## src/rtl/ins_step_sequencer.sv

```systemverilog
// ins_step_sequencer: controller step sequencer.
// Generates the step count Cnt and holds the latched instruction word (IR,
// InsM, InsL) that the Signal_* decode blocks use. It fetches at step 0 and
// advances one step per cycle until the decode side returns Buff_PC. It also
// handles HLT/Resume and a sticky step-overrun watchdog.
// Optional feature macro: SEQ_RETIRE_CNT_EN adds the 16-bit Retired counter.
module ins_step_sequencer #(
    parameter int           CNT_W    = 3,
    parameter int           MAX_STEP = 7,
    parameter int           INS_W    = 16,
    parameter logic [4:0]   HLT_OPM  = 5'b11100,
    parameter logic [1:0]   HLT_OPL  = 2'b01
) (
    input  logic             clk,
    input  logic             Rst_n,
    input  logic             Clr,
    input  logic             Mem_rdy,
    input  logic [INS_W-1:0] Mem_ins,
    input  logic             Buff_PC,
    input  logic             Resume,
    output logic             Fetch_req,
    output logic [CNT_W-1:0] Cnt,
    output logic [4:0]       InsM,
    output logic [1:0]       InsL,
    output logic [INS_W-1:0] IR,
    output logic             Halted,
    output logic             Overrun
`ifdef SEQ_RETIRE_CNT_EN
    ,
    output logic [15:0]      Retired
`endif
);

    typedef enum logic [1:0] {
        ST_FETCH = 2'd0,
        ST_EXEC  = 2'd1,
        ST_HALT  = 2'd2
    } state_t;

    localparam logic [CNT_W-1:0] CNT_MAX = CNT_W'(MAX_STEP);
    localparam logic [CNT_W-1:0] CNT_ONE = CNT_W'(1);

    state_t             state_q, state_d;
    logic [CNT_W-1:0]   cnt_q, cnt_d;
    logic [INS_W-1:0]   ir_q, ir_d;
    logic               fetch_req_q, fetch_req_d;
    logic               halted_q, halted_d;
    logic               overrun_q, overrun_d;
    logic               is_hlt;
    logic               retire;

    assign is_hlt = (ir_q[INS_W-1 -: 5] == HLT_OPM) && (ir_q[1:0] == HLT_OPL);

    // Next-state logic: Clr overrides everything. Otherwise the FSM steps
    // through fetch, execution steps and halt.
    always_comb begin
        state_d     = state_q;
        cnt_d       = cnt_q;
        ir_d        = ir_q;
        fetch_req_d = fetch_req_q;
        halted_d    = halted_q;
        overrun_d   = overrun_q;
        retire      = 1'b0;

        if (Clr) begin
            state_d     = ST_FETCH;
            cnt_d       = '0;
            ir_d        = '0;
            fetch_req_d = 1'b1;
            halted_d    = 1'b0;
            overrun_d   = 1'b0;
        end else begin
            case (state_q)
                ST_FETCH: begin
                    cnt_d = '0;
                    // A word is taken only once the request is visible. This
                    // way the first cycle after reset always shows Fetch_req.
                    if (fetch_req_q && Mem_rdy) begin
                        ir_d        = Mem_ins;
                        cnt_d       = CNT_ONE;
                        fetch_req_d = 1'b0;
                        state_d     = ST_EXEC;
                    end else begin
                        fetch_req_d = 1'b1;
                    end
                end
                ST_EXEC: begin
                    if (Buff_PC) begin
                        cnt_d  = '0;
                        retire = 1'b1;
                        if (is_hlt) begin
                            state_d     = ST_HALT;
                            halted_d    = 1'b1;
                            fetch_req_d = 1'b0;
                        end else begin
                            state_d     = ST_FETCH;
                            fetch_req_d = 1'b1;
                        end
                    end else if (cnt_q == CNT_MAX) begin
                        overrun_d   = 1'b1;
                        cnt_d       = '0;
                        state_d     = ST_FETCH;
                        fetch_req_d = 1'b1;
                    end else begin
                        cnt_d = cnt_q + CNT_ONE;
                    end
                end
                ST_HALT: begin
                    cnt_d       = '0;
                    fetch_req_d = 1'b0;
                    halted_d    = 1'b1;
                    if (Resume) begin
                        halted_d    = 1'b0;
                        fetch_req_d = 1'b1;
                        state_d     = ST_FETCH;
                    end
                end
                default: begin
                    state_d     = ST_FETCH;
                    cnt_d       = '0;
                    fetch_req_d = 1'b1;
                    halted_d    = 1'b0;
                end
            endcase
        end
    end

    // State register with asynchronous active-low reset.
    always_ff @(posedge clk or negedge Rst_n) begin
        if (!Rst_n) begin
            state_q     <= ST_FETCH;
            cnt_q       <= '0;
            ir_q        <= '0;
            fetch_req_q <= 1'b0;
            halted_q    <= 1'b0;
            overrun_q   <= 1'b0;
        end else begin
            state_q     <= state_d;
            cnt_q       <= cnt_d;
            ir_q        <= ir_d;
            fetch_req_q <= fetch_req_d;
            halted_q    <= halted_d;
            overrun_q   <= overrun_d;
        end
    end

`ifdef SEQ_RETIRE_CNT_EN
    logic [15:0] retired_q, retired_d;

    // Retired-instruction count: completions only, with natural 16-bit wrap.
    always_comb begin
        retired_d = retired_q;
        if (Clr) begin
            retired_d = '0;
        end else if (retire) begin
            retired_d = retired_q + 16'd1;
        end
    end

    // Retired counter register.
    always_ff @(posedge clk or negedge Rst_n) begin
        if (!Rst_n) begin
            retired_q <= '0;
        end else begin
            retired_q <= retired_d;
        end
    end

    assign Retired = retired_q;
`else
    logic unused_retire;
    assign unused_retire = retire;
`endif

    assign Fetch_req = fetch_req_q;
    assign Cnt       = cnt_q;
    assign IR        = ir_q;
    assign InsM      = ir_q[INS_W-1 -: 5];
    assign InsL      = ir_q[1:0];
    assign Halted    = halted_q;
    assign Overrun   = overrun_q;

endmodule

```

## config.mk

```make
export PLATFORM = sky130hd
export DESIGN_NAME = ins_step_sequencer
export DESIGN_NICKNAME = d
export VERILOG_FILES = /design/src/rtl/ins_step_sequencer.sv
export SDC_FILE = /design/constraint.sdc
export NUM_CORES = 1
export LEC_CHECK = 0
export CAP_MARGIN = 20
export CORE_MARGIN = 2
export CORE_UTILIZATION = 42
export CTS_CLUSTER_SIZE = 40
export DETAILED_ROUTE_END_ITERATION = 8
export PLACE_DENSITY = 0.79
export SETUP_SLACK_MARGIN = 0.1
export SLEW_MARGIN = 15
export SYNTH_ARGS = -nofsm -noshare
export SYNTH_HDL_FRONTEND = slang
export SYNTH_SLANG_ARGS = --single-unit
```

## constraint.sdc

```tcl
create_clock -name clk -period 2.3 [get_ports clk]
set_input_delay 0.345 -clock clk [delete_from_list [all_inputs] [get_ports clk]]
set_output_delay 0.345 -clock clk [all_outputs]
set_load 0.02 [all_outputs]
```

# ---- Word-level counts from Yosys, hierarchy flattened
# Cells that the tools add are included.
dict set report classes {
  addsub 1
  eq_ne 12
  muxes 30
  reduce_logical 11
}
# operator count
set op_table {}
lappend op_table {{$mux W16} 3}
lappend op_table {{$mux W1} 14}
lappend op_table {{$mux W2} 6}
lappend op_table {{$ne A3 B3 Y1 const B} 4}
lappend op_table {{$mux W3} 3}
lappend op_table {{$reduce_and A3 Y1} 3}
lappend op_table {{$reduce_bool A2 Y1} 4}
lappend op_table {{$pmux W1 S3} 2}
lappend op_table {{$pmux W2 S3} 1}
lappend op_table {{$pmux W3 S2} 1}
lappend op_table {{$eq A5 B5 Y1 const B} 1}
lappend op_table {{$eq A2 B1 Y1 const B} 2}
lappend op_table {{$ne A2 B2 Y1 const B} 2}
lappend op_table {{$ne A4 B4 Y1 const B} 1}
lappend op_table {{$add A3 B1 Y3 const B} 1}
lappend op_table {{$eq A3 B3 Y1 const B} 1}
lappend op_table {{$eq A2 B2 Y1 const B} 1}
lappend op_table {{$logic_and A1 B1 Y1} 2}
lappend op_table {{$logic_not A2 Y1} 1}
lappend op_table {{$reduce_and A2 Y1} 1}
dict set report totals {
  regBits 24
  input_bits 22
  out_inout_bits 29
  word_cells 60
}

# ---- Depth between registers and ports, before layout
# Gate-level depths: netlist of the first run.
dict set report logic_depth {
  depth_word 6
  ltp_mapped 7
  ltp_nobuf 6
}

# ---- Least setup slack after synthesis of the first run
# OpenSTA, ideal clock, no wires.
dict set report synth_timing {
  path_type {reg-to-reg}
  startpoint {register cnt_q[0], in the netlist Cnt[0]}
  endpoint {register state_q[1]}
  setup_ns 0.125
  arrival_ns 1.585
  required_ns 2.175
  slack_ns 0.590
  path_stages_with_launch 6
  path_buffers 0
  period_less_slack_ns 1.710
  cell_sequence {dfrtp_1 ha_1 ha_1 or2_4 a31oi_4 mux2_4}
}
dict set report synth_between {
  elab_chain_cells 3
}
# item line
set synth_lines {}
lappend synth_lines {{from (decl)} 44} ;# logic [CNT_W-1:0] cnt_q, cnt_d;
lappend synth_lines {{from (signal assigned)} 139} ;# cnt_q <= cnt_d;
lappend synth_lines {{$eq A3 B3 Y1} 99} ;# end else if (cnt_q == CNT_MAX) begin
lappend synth_lines {{$ne A4 B4 Y1 (no line)} -}
lappend synth_lines {{$reduce_and A3 Y1 (no line)} -}
lappend synth_lines {{to (signal assigned)} 138} ;# state_q <= state_d;
lappend synth_lines {{to (decl)} 43} ;# state_t state_q, state_d;
# No other way between the ends.
# A chain may end at the register's enable or synchronous reset.

# ---- Worst setup path after layout of the first run
dict set report layout_timing {
  startpoint {register state_q[1]}
  endpoint {register state_q[1]}
}
dict set report layout_between {
  elab_chain_cells 3
  elab_cells_between_ends 9
  cone_classes {5 x eq/ne; 2 x mux; 2 x reduce/logical}
}
# item line
set layout_lines {}
lappend layout_lines {{$eq A2 B1 Y1, or another cell as far along} 73} ;# case (state_q)
lappend layout_lines {{$ne A4 B4 Y1 (no line), or another cell as far along} -}
lappend layout_lines {{$reduce_and A3 Y1 (no line) / $mux W2 (equally long branches)} -}
# Parallel ways exist; a longest one is shown, timed or not.

==> flow_summary.yaml, run 1 <==
global_routing:
  grt_max_degree: 25
  grt.total_usage: 0.195
  grt-ovfl-total: 0
  antenna_found_initial: 0
  grt_pass1_vias: 1053
  grt_pass1_wl_mm: 4.91
timing:
  setup_ws_ns: 0.555
  fmax_ghz: 0.573
  setup_viol: 0
  min_period_ns: 1.74
  maxSlewViolCount: 0
  fin_skew_ns: 0.00555
  worst_slew_pin_slew_ns: 0.302
  fin_hold_ws_ns: 0.362
  hold_viol: 0
  fin_setup_tns_ns: 0
  slew_headroom: 0.798
  rsz0062_at_grt: "false"
  min_period_over_period: 0.758
clock_network:
  clockRootBuffer: "clkbuf_4"
  cts_setup_buffers: 0
  cts.sinks: 24
  cts_tree: "yes"
  insertion_delay_ns: 0.31
  ctsHtreeMaxLevel: 1
  cts_buffer_depth: 2
  cts_buffers: 3
  cts_hold_buf: 0
  cts_resized: 0
  path_clk_slew_ns: 0.14
drt:
  drc_errors: 0
  wl_per_cell_um: 14.3
  ant_nets: 0
  routed_wl_mm: 2.92
  vias: 1024
  vias_per_cell: 5.02
  drtIter0Drc: 10
  first_pass_iters: 4
power_and_ir_drop:
  power.leakage_nw: 0.757
  ir_drop_mv: 0.423
  total_power_mw: 1.22
  power.density_nw_per_um2: 692
setup_path:
  cp-end-kind: "flip-flop"
  crit_path_start_kind: "flip-flop"
  path_max_fanout: 5
  worstPathCellList: "inv_1, ha_1, nand2b_4, or2_4, a31oi_4, mux2_4"
  worstSetupPathType: "reg2reg"
  slowest_delay_ns: 0.44
  worstPathArrival_ns: 1.95
  cp.required_ns: 2.51
  crit_slowest_cell: "dfrtp_1"
logic_synthesis:
  async_flop_share: 1.00
  synth-edff-count: 0
  ys.flop_type: "dfrtp_1"
  synth.net_count: 155
  synth-seq-cells: 24
  netlist_instances: 126
  ys_types: 30
  yosysSeqAreaShare: 0.499
  yosysWarnings: 0
  synth_area_um2: 1200
  synth.avg_cell_area_um2: 9.55
die:
  die-area_um2: 3310
  design.core.area_um2: 2730
  ios: 51
  start_util: 0.440
  die_w_um: 57.5
  rows: 19
  die_y_um: 57.5
cells_and_area:
  nets: 203
  most-common-layout-cells: "50 x clkdlybuf4s50_1, 33 x nand2_1, 24 x dfrtp_1"
  final_common_cell: "clkdlybuf4s50_1"
  synthToLayoutAreaGrowth_pct: 46.3
  nFillCells: 227
  final_core_util: 0.644
  seq_area_um2: 601
  drive_gt1_frac: 0.0983
  multi_input_area_um2: 508
  fin_area_um2: 1760
  stdcell_count: 204
  n_antenna_cell: 0
job:
  maxCapViolations: 0
placed_design:
  hpwl_mm: 2.29
  dpl_cell_area_um2: 1710
  gp_congestion: 0.853
  placed_cells: 200
  port_buffers: 50
  place_ws_ns: 0.464
worst_hold_path:
  worstHoldPathType: "in2async"
run_status:
  status: "finished clean"
[metal layers]
metal / vias up / part of all wire / GRT usage
met2: 33 / 0.51 / 0.331
li1: 504 / - / -
met4: 0 / 0.0045 / 0.0498
met5: - / 0 / 0
met1: 485 / 0.42 / 0.250
met3: 2 / 0.063 / 0.0454
[critical path: cells and delay by family (launching register included)]
kind	cells	cell delay (ns)
flops	1	0.44
buf+inv	1	0.12
simple gates	2	0.33
fa+ha+maj	1	0.27
mux	1	0.31
compound gates	1	0.16
[logic make-up (layout without fill, tap and decap cells)]
kind of cell,count (synthesis),count (layout),synth area share
AND/OR/NAND/NOR,50,50,0.204
AO/OA/AOI/OAI,25,25,0.125
flip-flops,24,24,0.499
buffers and inverters,18,65,0.0790
adder cells (fa/ha/maj),7,7,0.0728
multiplexers,2,2,0.0208
[cells in the mapped netlist (all sizes together) (2+ instances only)]
master | count | area, µm²
nor2 | 2 | 10.0
a21oi | 19 | 95.1
nor3b | 2 | 15.0
clkbuf | 4 | 15.0
a31oi | 3 | 33.8
buf | 8 | 57.6
nand2 | 34 | 130
ha | 7 | 87.6
nand2b | 4 | 32.5
inv | 6 | 22.5
or2 | 2 | 15.0
dfrtp | 24 | 601
[sequential cells by signal, summed over array words and instances, names as in the netlist]
register / cells
Cnt: 3
Halted: 1
state_q: 2
Overrun: 1
Fetch_req: 1
IR: 16
[where the power goes]
part           total, mW  switching [mW]  internal [mW]
sequential         0.499          0.0351          0.464
combinational      0.416           0.222          0.194
clock              0.304           0.128          0.176
total               1.22           0.384          0.833
[area by class of cell]
| type | count | area share |
|---|---|---|
| Sequential cell | 24 | 0.341 |
| Timing Repair Buffer | 55 | 0.306 |
| Multi-Input combinational cell | 84 | 0.289 |
| Tap cell | 31 | 0.0220 |
| Clock inverter | 1 | 0.0171 |
| Clock buffer | 3 | 0.0128 |
| Inverter | 6 | 0.0128 |
[final timing paths]
check | cells past startpoint | endpoint | slack [ns] | start
max | 6 | state_q[1] | 0.56 | state_q[1]
min in group clk | 2 | Overrun | 0.53 | Overrun
min reg2reg | 2 | Overrun | 0.53 | Overrun
min | 2 | Cnt[0] | 0.36 | Rst_n
max reg2reg | 6 | state_q[1] | 0.56 | state_q[1]
max in group asynchronous | 2 | IR[12] | 1.70 | Rst_n
Note: power is estimated with default switching activity, not from simulation.
==> run 2, diff against run 1 <==
Clock period 2.3 ns to 1.8 ns, I/O delays scaled along.
==> run 2 against run 1 <==
Via count is 3.2% higher. Hold slack worse by 0.053 ns. Worst setup slack worse by 0.42 ns. Sequential share of layout area is 0.64 points lower.
==> flow_summary.yaml, run 2 (same netlist as run 1, synthesis figures left out) <==
run_status:
  status: "finished clean"
die:
  ios: 51
  die_y_um: 57.5
  rows: 19
  die-area_um2: 3310
  die_w_um: 57.5
  start_util: 0.440
  design.core.area_um2: 2730
placed_design:
  gp_congestion: 0.787
  dpl_cell_area_um2: 1720
  hpwl_mm: 2.18
  port_buffers: 50
drt:
  routed_wl_mm: 2.90
  vias_per_cell: 5.11
  drc_errors: 0
  drtIter0Drc: 22
  ant_nets: 0
  first_pass_iters: 4
  wl_per_cell_um: 14.0
  vias: 1057
power_and_ir_drop:
  comb_power_share: 0.385
  pwr-share-seq: 0.448
  p_sw_frac: 0.343
  clockPowerShare: 0.167
  total_power_mw: 1.43
  power.density_nw_per_um2: 798
  power.leakage_nw: 0.794
  ir_drop_mv: 0.606
  p_switching_mw: 0.492
  intPower_mw: 0.943
timing:
  hold_viol: 0
  fin_setup_tns_ns: 0
  setup_viol: 0
  min_period_ns: 1.67
  maxSlewViolCount: 0
  fin_skew_ns: 0.00552
  slew_headroom: 0.768
  worst_slew_pin_slew_ns: 0.346
  fmax_ghz: 0.601
  rsz0062_at_grt: "false"
  min_period_over_period: 0.925
clock_network:
  path_clk_slew_ns: 0.13
  insertion_delay_ns: 0.30
  ctsHtreeMaxLevel: 1
  clockRootBuffer: "clkbuf_4"
  cts.sinks: 24
  cts_buffers: 3
  cts_tree: "yes"
  cts_buffer_depth: 2
  cts_hold_buf: 0
cells_and_area:
  largest_reg_flops: 16
  final_common_cell: "clkdlybuf4s50_1"
  drive_gt1_frac: 0.142
  nets: 206
  synthToLayoutAreaGrowth_pct: 49.4
  n_antenna_cell: 0
  fin_area_um2: 1800
  most-common-layout-cells: "47 x clkdlybuf4s50_1, 33 x nand2_1, 23 x dfrtp_1"
  nFillCells: 211
global_routing:
  grt.total_usage: 0.182
  grt_pass1_wl_mm: 4.70
  grt-ovfl-total: 0
  antenna_found_initial: 0
  grt_max_degree: 25
  grt_pass1_vias: 1064
setup_path:
  rr_startpoint: "Cnt[0]"
  cp-endpoint: "state_q[1]"
  reg2regPathDepth: 5
  cp.required_ns: 2.00
  path_max_fanout: 4
  worstSetupStartpoint: "Cnt[0]"
  worstSetupPathType: "reg2reg"
  rrSetupSlack_ns: 0.13
  cp-end-kind: "flip-flop"
  r2r-end: "state_q[1]"
  crit_path_start_kind: "flip-flop"
  worstPathArrival_ns: 1.87
worst_hold_path:
  worstHoldPathType: "in2async"
job:
  maxCapViolations: 0
[run 2: worst min-delay path by stage]
| stage | startpoint | to | slack (ns) | depth (start not counted) |
|---|---|---|---|---|
| floorplan | Rst_n | Cnt[0] | -0.03 | 0 |
| global placement | Overrun | Overrun | 0.50 | 2 |
| detailed placement | Overrun | Overrun | 0.49 | 2 |
| CTS | Rst_n | Overrun | 0.31 | 2 |
| global route | Rst_n | Overrun | 0.31 | 2 |
| finish | Rst_n | Overrun | 0.31 | 2 |
[run 2: through the flow]
stage / utilization / worst slack, ns / hold slack [ns] / std cells
3_3_place_gp: 0.628 / 0.0977 / 0.501 / 201
3_5_place_dp: 0.628 / 0.0609 / 0.490 / 201
6_report: 0.658 / 0.135 / 0.309 / 207
5_1_grt: 0.658 / 0.0874 / 0.313 / 207
2_1_floorplan: - / 0.113 / -0.0256 / 126
4_1_cts: 0.643 / 0.121 / 0.313 / 205
[run 2: critical path, stage by stage, from the launching register on]
cell,delay (ns)
dfrtp_2,0.43
ha_2,0.20
ha_4,0.17
or2_4,0.25
a31oi_4,0.20
mux2_4,0.31
[run 2: repair_timing]
action,CTS,global route
resized for setup,3,7
endpoints found under the hold margin,0,0
buffers inserted,0,2
setup endpoints to repair,1,11
pin swaps,0,1
[run 2: power by group through the flow]
stage          clock network, mW  logic, mW  registers, mW
5_1_grt                    0.279      0.594          0.651
2_1_floorplan                  0      0.249          0.700
4_1_cts                    0.250      0.549          0.643
3_5_place_dp                   0      0.538          0.650
6_report                   0.239      0.553          0.643
3_3_place_gp                   0      0.523          0.647
[run 2: per-layer routing]
metal	vias up	share of wire	global-route usage
met5	-	0	0
met4	0	0.0045	0.0498
met1	508	0.43	0.242
met3	2	0.055	0.0454
li1	513	-	-
met2	34	0.51	0.295
[run 2: layout make-up]
type | instances | area, µm² | share of cell area
multi-input cells | 84 | 541 | 0.301
clock buffers | 4 | 26.3 | 0.0146
inverters | 6 | 22.5 | 0.0125
well taps | 31 | 38.8 | 0.0216
flip-flops and latches | 24 | 602 | 0.335
repair buffers | 58 | 568 | 0.316
